File: src/rtl/rv32i_control_path_pkg.sv
// Shared types and opcode constants for the RV32I multi-cycle control path.
package rv32i_control_path_pkg;

    typedef enum logic [3:0] {
        ALU_ADD    = 4'd0,
        ALU_SUB    = 4'd1,
        ALU_SLL    = 4'd2,
        ALU_SLT    = 4'd3,
        ALU_SLTU   = 4'd4,
        ALU_XOR    = 4'd5,
        ALU_SRL    = 4'd6,
        ALU_SRA    = 4'd7,
        ALU_OR     = 4'd8,
        ALU_AND    = 4'd9,
        ALU_PASS_B = 4'd10
    } alu_mode_t;

    typedef enum logic [1:0] {
        DEST_NONE    = 2'd0,
        DEST_ALU     = 2'd1,
        DEST_MEM     = 2'd2,
        DEST_NEXT_PC = 2'd3
    } dest_reg_from_t;

    typedef enum logic [1:0] {
        ST_FETCH     = 2'd0,
        ST_EXECUTE   = 2'd1,
        ST_WRITEBACK = 2'd2
    } state_t;

    localparam logic [6:0] OPC_OP     = 7'b0110011;
    localparam logic [6:0] OPC_OP_IMM = 7'b0010011;
    localparam logic [6:0] OPC_LUI    = 7'b0110111;
    localparam logic [6:0] OPC_AUIPC  = 7'b0010111;
    localparam logic [6:0] OPC_JAL    = 7'b1101111;
    localparam logic [6:0] OPC_JALR   = 7'b1100111;
    localparam logic [6:0] OPC_BRANCH = 7'b1100011;
    localparam logic [6:0] OPC_LOAD   = 7'b0000011;
    localparam logic [6:0] OPC_STORE  = 7'b0100011;

    // Shared f3 mapping of the register/immediate arithmetic group.
    function automatic alu_mode_t arith_mode(input logic [2:0] f3, input logic alt);
        case (f3)
            3'b000:  arith_mode = alt ? ALU_SUB : ALU_ADD;
            3'b001:  arith_mode = ALU_SLL;
            3'b010:  arith_mode = ALU_SLT;
            3'b011:  arith_mode = ALU_SLTU;
            3'b100:  arith_mode = ALU_XOR;
            3'b101:  arith_mode = alt ? ALU_SRA : ALU_SRL;
            3'b110:  arith_mode = ALU_OR;
            default: arith_mode = ALU_AND;
        endcase
    endfunction

endpackage

File: src/rtl/rv32i_control_path_alu.sv
// Combinational RV32I ALU; shift amount comes from in_b[4:0].
module rv32i_alu
    import rv32i_control_path_pkg::*;
#(
    parameter int XLEN = 32
) (
    input  alu_mode_t        mode,
    input  logic [XLEN-1:0]  in_a,
    input  logic [XLEN-1:0]  in_b,
    output logic [XLEN-1:0]  result,
    output logic             zero
);

    logic [4:0] shamt;
    assign shamt = in_b[4:0];

    always_comb begin
        result = '0;
        case (mode)
            ALU_ADD:    result = in_a + in_b;
            ALU_SUB:    result = in_a - in_b;
            ALU_SLL:    result = in_a << shamt;
            ALU_SLT:    result = {{(XLEN-1){1'b0}}, $signed(in_a) < $signed(in_b)};
            ALU_SLTU:   result = {{(XLEN-1){1'b0}}, in_a < in_b};
            ALU_XOR:    result = in_a ^ in_b;
            ALU_SRL:    result = in_a >> shamt;
            ALU_SRA:    result = $unsigned($signed(in_a) >>> shamt);
            ALU_OR:     result = in_a | in_b;
            ALU_AND:    result = in_a & in_b;
            ALU_PASS_B: result = in_b;
            default:    result = '0;
        endcase
    end

    assign zero = (result == '0);

endmodule

File: src/rtl/rv32i_control_path.sv
// RV32I decode, control generation and FETCH/EXECUTE/WRITEBACK sequencer.
module rv32i_control_path
    import rv32i_control_path_pkg::*;
#(
    parameter int XLEN = 32
) (
    input  logic             clk,
    input  logic             rst,
    input  logic [31:0]      ir,
    input  logic             stall,
    input  logic [XLEN-1:0]  alu_in_a,
    input  logic [XLEN-1:0]  alu_in_b,
    output logic [XLEN-1:0]  alu_out,
    output logic             alu_zero,
    output logic [6:0]       opcode,
    output logic [4:0]       rd,
    output logic [4:0]       rs1,
    output logic [4:0]       rs2,
    output logic [2:0]       f3,
    output logic [6:0]       f7,
    output logic [31:0]      imm,
    output logic [31:0]      len,
    output logic [3:0]       alu_mode,
    output logic             invert_logic_result,
    output logic             alu_in_a_sel,
    output logic             alu_in_b_sel,
    output logic [1:0]       dest_reg_from,
    output logic             pc_src_alu,
    output logic             branching,
    output logic             dbus_re,
    output logic             dbus_we,
    output logic             load_ir,
    output logic             en_iaddr,
    output logic             en_pc_counter,
    output logic             write_back_stage
);

    state_t         state_reg;
    state_t         state_next;
    alu_mode_t      mode_dec;
    dest_reg_from_t dest_dec;
    logic           pc_src_dec;
    logic           branch_dec;
    logic           re_dec;
    logic           we_dec;

    assign opcode = ir[6:0];
    assign rd     = ir[11:7];
    assign f3     = ir[14:12];
    assign rs1    = ir[19:15];
    assign rs2    = ir[24:20];
    assign f7     = ir[31:25];
    assign len    = 32'd4;

    always_comb begin
        imm = 32'd0;
        case (opcode)
            OPC_OP_IMM, OPC_LOAD, OPC_JALR: imm = {{20{ir[31]}}, ir[31:20]};
            OPC_STORE:  imm = {{20{ir[31]}}, ir[31:25], ir[11:7]};
            OPC_BRANCH: imm = {{19{ir[31]}}, ir[31], ir[7], ir[30:25], ir[11:8], 1'b0};
            OPC_LUI, OPC_AUIPC: imm = {ir[31:12], 12'd0};
            OPC_JAL:    imm = {{11{ir[31]}}, ir[31], ir[19:12], ir[20], ir[30:21], 1'b0};
            default:    imm = 32'd0;
        endcase
    end

    always_comb begin
        mode_dec            = ALU_ADD;
        dest_dec            = DEST_NONE;
        invert_logic_result = 1'b0;
        alu_in_a_sel        = 1'b0;
        alu_in_b_sel        = 1'b0;
        pc_src_dec          = 1'b0;
        branch_dec          = 1'b0;
        re_dec              = 1'b0;
        we_dec              = 1'b0;
        case (opcode)
            OPC_OP: begin
                mode_dec = arith_mode(f3, f7[5]);
                dest_dec = DEST_ALU;
            end
            OPC_OP_IMM: begin
                // Only SRAI uses the alternate bit; ADDI's imm[10] must not select SUB.
                mode_dec     = arith_mode(f3, f7[5] && (f3 == 3'b101));
                alu_in_b_sel = 1'b1;
                dest_dec     = DEST_ALU;
            end
            OPC_LUI: begin
                mode_dec     = ALU_PASS_B;
                alu_in_b_sel = 1'b1;
                dest_dec     = DEST_ALU;
            end
            OPC_AUIPC: begin
                alu_in_a_sel = 1'b1;
                alu_in_b_sel = 1'b1;
                dest_dec     = DEST_ALU;
            end
            OPC_JAL: begin
                alu_in_a_sel = 1'b1;
                alu_in_b_sel = 1'b1;
                pc_src_dec   = 1'b1;
                dest_dec     = DEST_NEXT_PC;
            end
            OPC_JALR: begin
                alu_in_b_sel = 1'b1;
                pc_src_dec   = 1'b1;
                dest_dec     = DEST_NEXT_PC;
            end
            OPC_BRANCH: begin
                branch_dec = 1'b1;
                case (f3)
                    3'b000:  begin mode_dec = ALU_SUB;  invert_logic_result = 1'b1; end
                    3'b001:  mode_dec = ALU_SUB;
                    3'b100:  mode_dec = ALU_SLT;
                    3'b101:  begin mode_dec = ALU_SLT;  invert_logic_result = 1'b1; end
                    3'b110:  mode_dec = ALU_SLTU;
                    3'b111:  begin mode_dec = ALU_SLTU; invert_logic_result = 1'b1; end
                    default: branch_dec = 1'b0;
                endcase
            end
            OPC_LOAD: begin
                alu_in_b_sel = 1'b1;
                re_dec       = 1'b1;
                dest_dec     = DEST_MEM;
            end
            OPC_STORE: begin
                alu_in_b_sel = 1'b1;
                we_dec       = 1'b1;
            end
            default: ;
        endcase
    end

    assign alu_mode = mode_dec;

    always_comb begin
        state_next = state_reg;
        if (!stall) begin
            case (state_reg)
                ST_FETCH:   state_next = ST_EXECUTE;
                ST_EXECUTE: state_next = ST_WRITEBACK;
                default:    state_next = ST_FETCH;
            endcase
        end
    end

    always_ff @(posedge clk or posedge rst) begin
        if (rst) state_reg <= ST_FETCH;
        else     state_reg <= state_next;
    end

    // Stage qualifiers derive straight from the state register, so reset takes effect at once.
    assign load_ir          = (state_reg == ST_FETCH);
    assign en_iaddr         = (state_reg == ST_FETCH);
    assign write_back_stage = (state_reg == ST_WRITEBACK);
    assign en_pc_counter    = (state_reg == ST_WRITEBACK);
    assign dbus_re          = (state_reg == ST_EXECUTE) && re_dec;
    assign dbus_we          = (state_reg == ST_EXECUTE) && we_dec;
    assign pc_src_alu       = (state_reg != ST_FETCH) && pc_src_dec;
    assign branching        = (state_reg != ST_FETCH) && branch_dec;
    assign dest_reg_from    = (state_reg == ST_FETCH) ? DEST_NONE : dest_dec;

    rv32i_alu #(.XLEN(XLEN)) u_alu (
        .mode   (mode_dec),
        .in_a   (alu_in_a),
        .in_b   (alu_in_b),
        .result (alu_out),
        .zero   (alu_zero)
    );

endmodule

File: config.mk
export PLATFORM = sky130hd
export DESIGN_NAME = rv32i_control_path
export DESIGN_NICKNAME = d
export VERILOG_FILES = /design/src/rtl/rv32i_control_path_pkg.sv /design/src/rtl/rv32i_control_path_alu.sv /design/src/rtl/rv32i_control_path.sv
export SDC_FILE = /design/constraint.sdc
export NUM_CORES = 1
export LEC_CHECK = 0
export ABC_CLOCK_PERIOD_IN_PS = 8000
export CORE_MARGIN = 2
export CORE_UTILIZATION = 45
export CTS_BUF_LIST = sky130_fd_sc_hd__clkbuf_4 sky130_fd_sc_hd__clkbuf_8 sky130_fd_sc_hd__clkbuf_16
export CTS_CLUSTER_SIZE = 30
export DETAILED_ROUTE_END_ITERATION = 7
export HOLD_SLACK_MARGIN = 0.05
export PLACE_DENSITY = 0.81
export SLEW_MARGIN = 20
export SYNTH_ARGS = -nofsm -noshare
export SYNTH_HDL_FRONTEND = slang
export SYNTH_SLANG_ARGS = --single-unit
File: constraint.sdc
create_clock -name clk -period 8 [get_ports clk]
set_clock_uncertainty 0.2 [all_clocks]
set_input_delay 1.6 -clock clk [delete_from_list [all_inputs] [get_ports clk]]
set_output_delay 1.6 -clock clk [all_outputs]
set_load 0.02 [all_outputs]
==> results <==
- In the final routed layout, each cell accounts on average for 28.2 um.
- The synthesized design contains 0 enable-type register cells.
- The count of port buffers added during placement is 212.
- Among all stages on the critical path, the largest delay is contributed by sky130_fd_sc_hd__or4_1.
- TritonCTS built the clock tree.
- The flow ran to the end, and the final reports show no timing, DRC or antenna violations.
- In the synthesized netlist, the number of instances is 1721.
- Yosys mapped the design onto 102 distinct sky130hd cell types.
- The final cell count without fillers is 2421.
- Across the run, the number of max-cap violations was 0.
- For this run, the number of Yosys warnings is 0.
- The kind of cell adding the most delay to the critical path is simple AND/OR/NAND/NOR gates.
- The count of endpoints failing hold in the final timing report is 0.
- The worst-case clock buffer depth is 2.
- Overall power consumption after layout is estimated at 1.36 mW.
- The last weighted congestion value of the routability-driven placer is 1.11.
- Data on the critical path arrives at its endpoint at 6.11 ns.
- STA classifies the critical path endpoint as an output port.
- After detailed routing, the number of remaining DRC violations is 0.
- Counting both buffers and inverters, the worst setup path holds a total of 5.
- The number of H-tree levels is 1.
- The global routing stage identified its most utilized layer as met2.
- The fmax is 126 MHz.
- The number of antenna violations at the first check in global routing was 5.
- The pre-antenna-repair detailed-routing pass consisted of 7 iterations.
- The worst setup path is of the primary input to output port kind.
- For this run, the total global-route usage over all layers was measured as 46.4%.
- In this run the remaining antenna-violating nets after routing total 0.
- The area growth from synthesis to layout is 35.4%.
- The HPWL reported at the end of detailed placement is 55300 um.
- The proportion of power drawn by flip-flops and latches is 1.4%.
- The share of total power dissipated in the clock network is 5.5%.
- At the worst endpoint, the required time is 6.20 ns.
- Measured along the x axis, the die boundary spans 168 um.
- For this block, the initial DRC count from the detailed router was 2708.
- In this design, the stage delay of the slowest critical-path cell is 0.56 ns.
- In this run the standard cell core region covers 0.0262 mm^2.
- The maximum fanout along the worst path is 9.
- The net count of the finished layout is 2282.
- Summed over all layers, the global routing overflow is 0.
- The mapped netlist covers 0.0121 mm^2.
- The transition time of the tightest slew-check pin is 1.00 ns.
- Of the available clock period, the critical path in the final layout requires 98.9%.
- In this run switching power makes up 54.3% of total power.
- The most repeated library cell on the critical path is sky130_fd_sc_hd__buf_4.
- The die is 168 um tall.
- The post-synthesis async set-or-reset flop share is 100%.
- The routed wire length is 68300 um.
- The portion of the post-synthesis area used by sequential elements is 0.415%.
- The register with the most flip-flops in the layout has 2 of them.
- The headroom to the max-slew limit is 31.6%.
- The clock-pin slew on the worst setup and hold paths is 0.03 ns.
- The met1 routing resource usage after global routing is 61.7%.
- The cell row count is 59.
- The average instance area after synthesis is 7.01 um^2.
- The most used flip-flop cell after synthesis is sky130_fd_sc_hd__dfrtp_1.
- Cells with a size suffix above 1 make up 23.6% of the layout.
- The starting density of the core is 46.1%.
- The number of setup violations in the final report is 0.
- CTS placed an instance of sky130_fd_sc_hd__clkbuf_16 at the clock tree root.
- The vias after detailed routing is 16639.
- The insertion delay of the later-clocked pin in the worst-skew pair is 0.22 ns.
- The number of max-slew violations in the final report is 0.
- The met2 global-route usage is 67.2%.
- Counting the buffers created by CTS gives 3.
- Setup repair after global routing left no endpoint under its margin.
- The floorplan die area is 0.0281 mm^2.
- The maximum number of pins on one net before global-route repair is 83.
- The clock sink total is 2.
- The number of synthesized register bits is 2.
- The power per cell area is 83.3 mW/mm^2.
- Walking the worst path, the cells encountered are clkdlybuf4s50_1 -> buf_4 -> nand3b_1 -> or3_1 -> o21ai_2 -> nor2_1 -> buf_4 -> nand2_1 -> o221ai_1 -> a211o_1 -> nor4bb_1 -> buf_4 -> nand4_1 -> or4_1 -> nor2_1 -> clkbuf_2.
- The combinational power share is 93.1%.
- The startpoint class of the critical path is a primary input.
- For met3 alone, demand over resource in global routing was 16.4%.
- Internal power comes to 0.622 mW.
- In this run the power spent charging and discharging nets is 0.740 mW.
- Using the TritonRoute via totals, the vias-per-cell ratio works out to 6.87.
- The maximum VDD drop is 56.6 uV.
- The number of placed instances, taps included, is 2412.
- The number of ports placed on the die boundary is 245.
- The number of global-route vias before repair is 15627.
- The shortest period the worst path allows is 7.91 ns.
- The first-pass GRT wire length is 99400 um.
- The worst hold path belongs to the class flip-flop to flip-flop.
- Summed over all cells, the static leakage comes to 7.27 nW.
[synth_stat cells (18+ instances only)]
cell / n / share of area, %
sky130_fd_sc_hd__nand2_1: 157 / 4.9
sky130_fd_sc_hd__mux2i_1: 67 / 5.6
sky130_fd_sc_hd__nand3_1: 45 / 1.9
sky130_fd_sc_hd__mux4_2: 57 / 11
sky130_fd_sc_hd__nor3_1: 42 / 1.7
sky130_fd_sc_hd__buf_4: 75 / 4.7
sky130_fd_sc_hd__o21ai_0: 89 / 3.7
sky130_fd_sc_hd__nor4_1: 19 / 0.98
sky130_fd_sc_hd__inv_1: 98 / 3.0
sky130_fd_sc_hd__nor2_1: 136 / 4.2
sky130_fd_sc_hd__o211ai_1: 43 / 2.7
sky130_fd_sc_hd__mux2_2: 30 / 2.8
sky130_fd_sc_hd__clkbuf_1: 89 / 2.8
sky130_fd_sc_hd__a21oi_1: 127 / 5.3
sky130_fd_sc_hd__nor2b_1: 18 / 0.93
sky130_fd_sc_hd__nand2b_1: 18 / 0.93
sky130_fd_sc_hd__ha_1: 97 / 10
sky130_fd_sc_hd__a211oi_1: 46 / 2.9
sky130_fd_sc_hd__a21o_1: 36 / 2.2
sky130_fd_sc_hd__buf_2: 49 / 2.0
[what timing repair did]
action / 4_1_cts / 5_1_grt
buffers inserted: 1 / 1
hold buffers: 0 / 0
resized for setup: 8 / 8
pin swaps: 2 / 1
endpoints found under the setup margin: 1 / 2
[area by class of cell]
| cell class | count | area, um^2 |
|---|---|---|
| Timing Repair Buffer | 553 | 4800 |
| Inverter | 104 | 390 |
| Tap cell | 335 | 419 |
| Fill cell | 2412 | 9860 |
| Sequential cell | 2 | 50.0 |
| Multi-Input combinational cell | 1420 | 10600 |
| Clock buffer | 3 | 75.1 |
| Antenna cell | 4 | 10.0 |
[worst reg2reg max path, cell delays in order (launching register included)]
cell                       delay, ns
sky130_fd_sc_hd__dfrtp_1        0.40
sky130_fd_sc_hd__nand2b_1       0.19
sky130_fd_sc_hd__o21ai_0        0.15
[per-stage QoR]
step                      util [%]  hold slack [ns]  setup TNS [ns]  setup slack (ns)  area, um^2
after floorplan                  -            0.298               0             0.320       12200
after global placement        61.8            0.325          -0.210            -0.210       16200
after detailed placement      61.8            0.337          -0.338            -0.338       16200
after CTS                     62.3            0.348               0            0.0176       16300
after global routing          62.3            0.389               0            0.0322       16300
final                         62.4            0.349               0            0.0881       16300
[power by group through the flow]
| stage | Clock [mW] | Combinational, mW | Sequential (mW) |
|---|---|---|---|
| after floorplan | 0 | 0.662 | 0.0177 |
| after global placement | 0 | 1.21 | 0.0184 |
| after detailed placement | 0 | 1.21 | 0.0189 |
| after CTS | 0.0766 | 1.22 | 0.0190 |
| after global routing | 0.0778 | 1.32 | 0.0198 |
| final | 0.0750 | 1.27 | 0.0190 |
[kinds of logic (layout without fill, tap and decap cells)]
| family | after synthesis | after routing | synth area share, % |
|---|---|---|---|
| flops | 2 | 2 | 0.415 |
| simple gates | 544 | 544 | 22.4 |
| buf+inv | 329 | 660 | 13.3 |
| mux | 155 | 155 | 19.1 |
| fa+ha+maj | 99 | 99 | 10.4 |
| compound gates | 574 | 574 | 33.2 |
| xor+xnor | 16 | 16 | 1.16 |
| other cells | 2 | 36 | 0.0622 |
[worst paths after layout]
kind                                          startpoint                       end  slack, ns  cells after the start
worst max-delay path                               ir[3]                  alu_zero       0.09                     16
worst min-delay path            state_reg[1]$_DFFE_PP0N_  state_reg[1]$_DFFE_PP0N_       0.35                      2
worst max register to register  state_reg[1]$_DFFE_PP0N_  state_reg[1]$_DFFE_PP0N_       6.98                      2
worst min register to register  state_reg[1]$_DFFE_PP0N_  state_reg[1]$_DFFE_PP0N_       0.35                      2
max in group asynchronous                            rst  state_reg[1]$_DFFE_PP0N_       6.16                      2
min in group asynchronous                            rst  state_reg[0]$_DFFE_PP0N_       1.34                      2
[routing by layer]
| metal | vias to the layer above | share of wire, % |
|---|---|---|
| li1 | 7093 | - |
| met1 | 7901 | 38 |
| met2 | 1377 | 41 |
| met3 | 266 | 15 |
| met4 | 2 | 5.7 |
| met5 | - | 0.015 |
[cells in the final DEF, fill, tap and decap left out, types with 11 or more instances in the layout]
cell type / netlist / layout
sky130_fd_sc_hd__buf_4: 75 / 333
sky130_fd_sc_hd__conb_1: 2 / 32
sky130_fd_sc_hd__nor2_1: 136 / 136
sky130_fd_sc_hd__a21oi_1: 127 / 126
sky130_fd_sc_hd__o22ai_1: 11 / 11
sky130_fd_sc_hd__mux4_2: 57 / 57
sky130_fd_sc_hd__a21o_1: 36 / 36
sky130_fd_sc_hd__nor3_1: 42 / 40
sky130_fd_sc_hd__a22oi_1: 12 / 11
sky130_fd_sc_hd__nand2b_1: 18 / 18
sky130_fd_sc_hd__a31oi_1: 13 / 13
sky130_fd_sc_hd__a22o_1: 11 / 11
sky130_fd_sc_hd__nand2_1: 157 / 157
sky130_fd_sc_hd__o211ai_1: 43 / 43
sky130_fd_sc_hd__and3_1: 12 / 12
sky130_fd_sc_hd__o21bai_1: 15 / 15
sky130_fd_sc_hd__clkdlybuf4s50_1: 0 / 206
sky130_fd_sc_hd__nor2b_1: 18 / 18
sky130_fd_sc_hd__o21a_1: 13 / 13
sky130_fd_sc_hd__mux2_2: 30 / 30
sky130_fd_sc_hd__ha_1: 97 / 97
sky130_fd_sc_hd__nand4_1: 16 / 16
sky130_fd_sc_hd__o21ai_0: 89 / 89
sky130_fd_sc_hd__a211oi_1: 46 / 45
sky130_fd_sc_hd__buf_12: 0 / 11
sky130_fd_sc_hd__nor4_1: 19 / 18
sky130_fd_sc_hd__a211o_1: 12 / 12
sky130_fd_sc_hd__and2_1: 14 / 14
sky130_fd_sc_hd__inv_1: 98 / 98
sky130_fd_sc_hd__xnor2_1: 13 / 13
sky130_fd_sc_hd__mux2i_1: 67 / 67
sky130_fd_sc_hd__nand3_1: 45 / 45
sky130_fd_sc_hd__a2111oi_0: 15 / 12
Power figures use the tool's default switching activity.
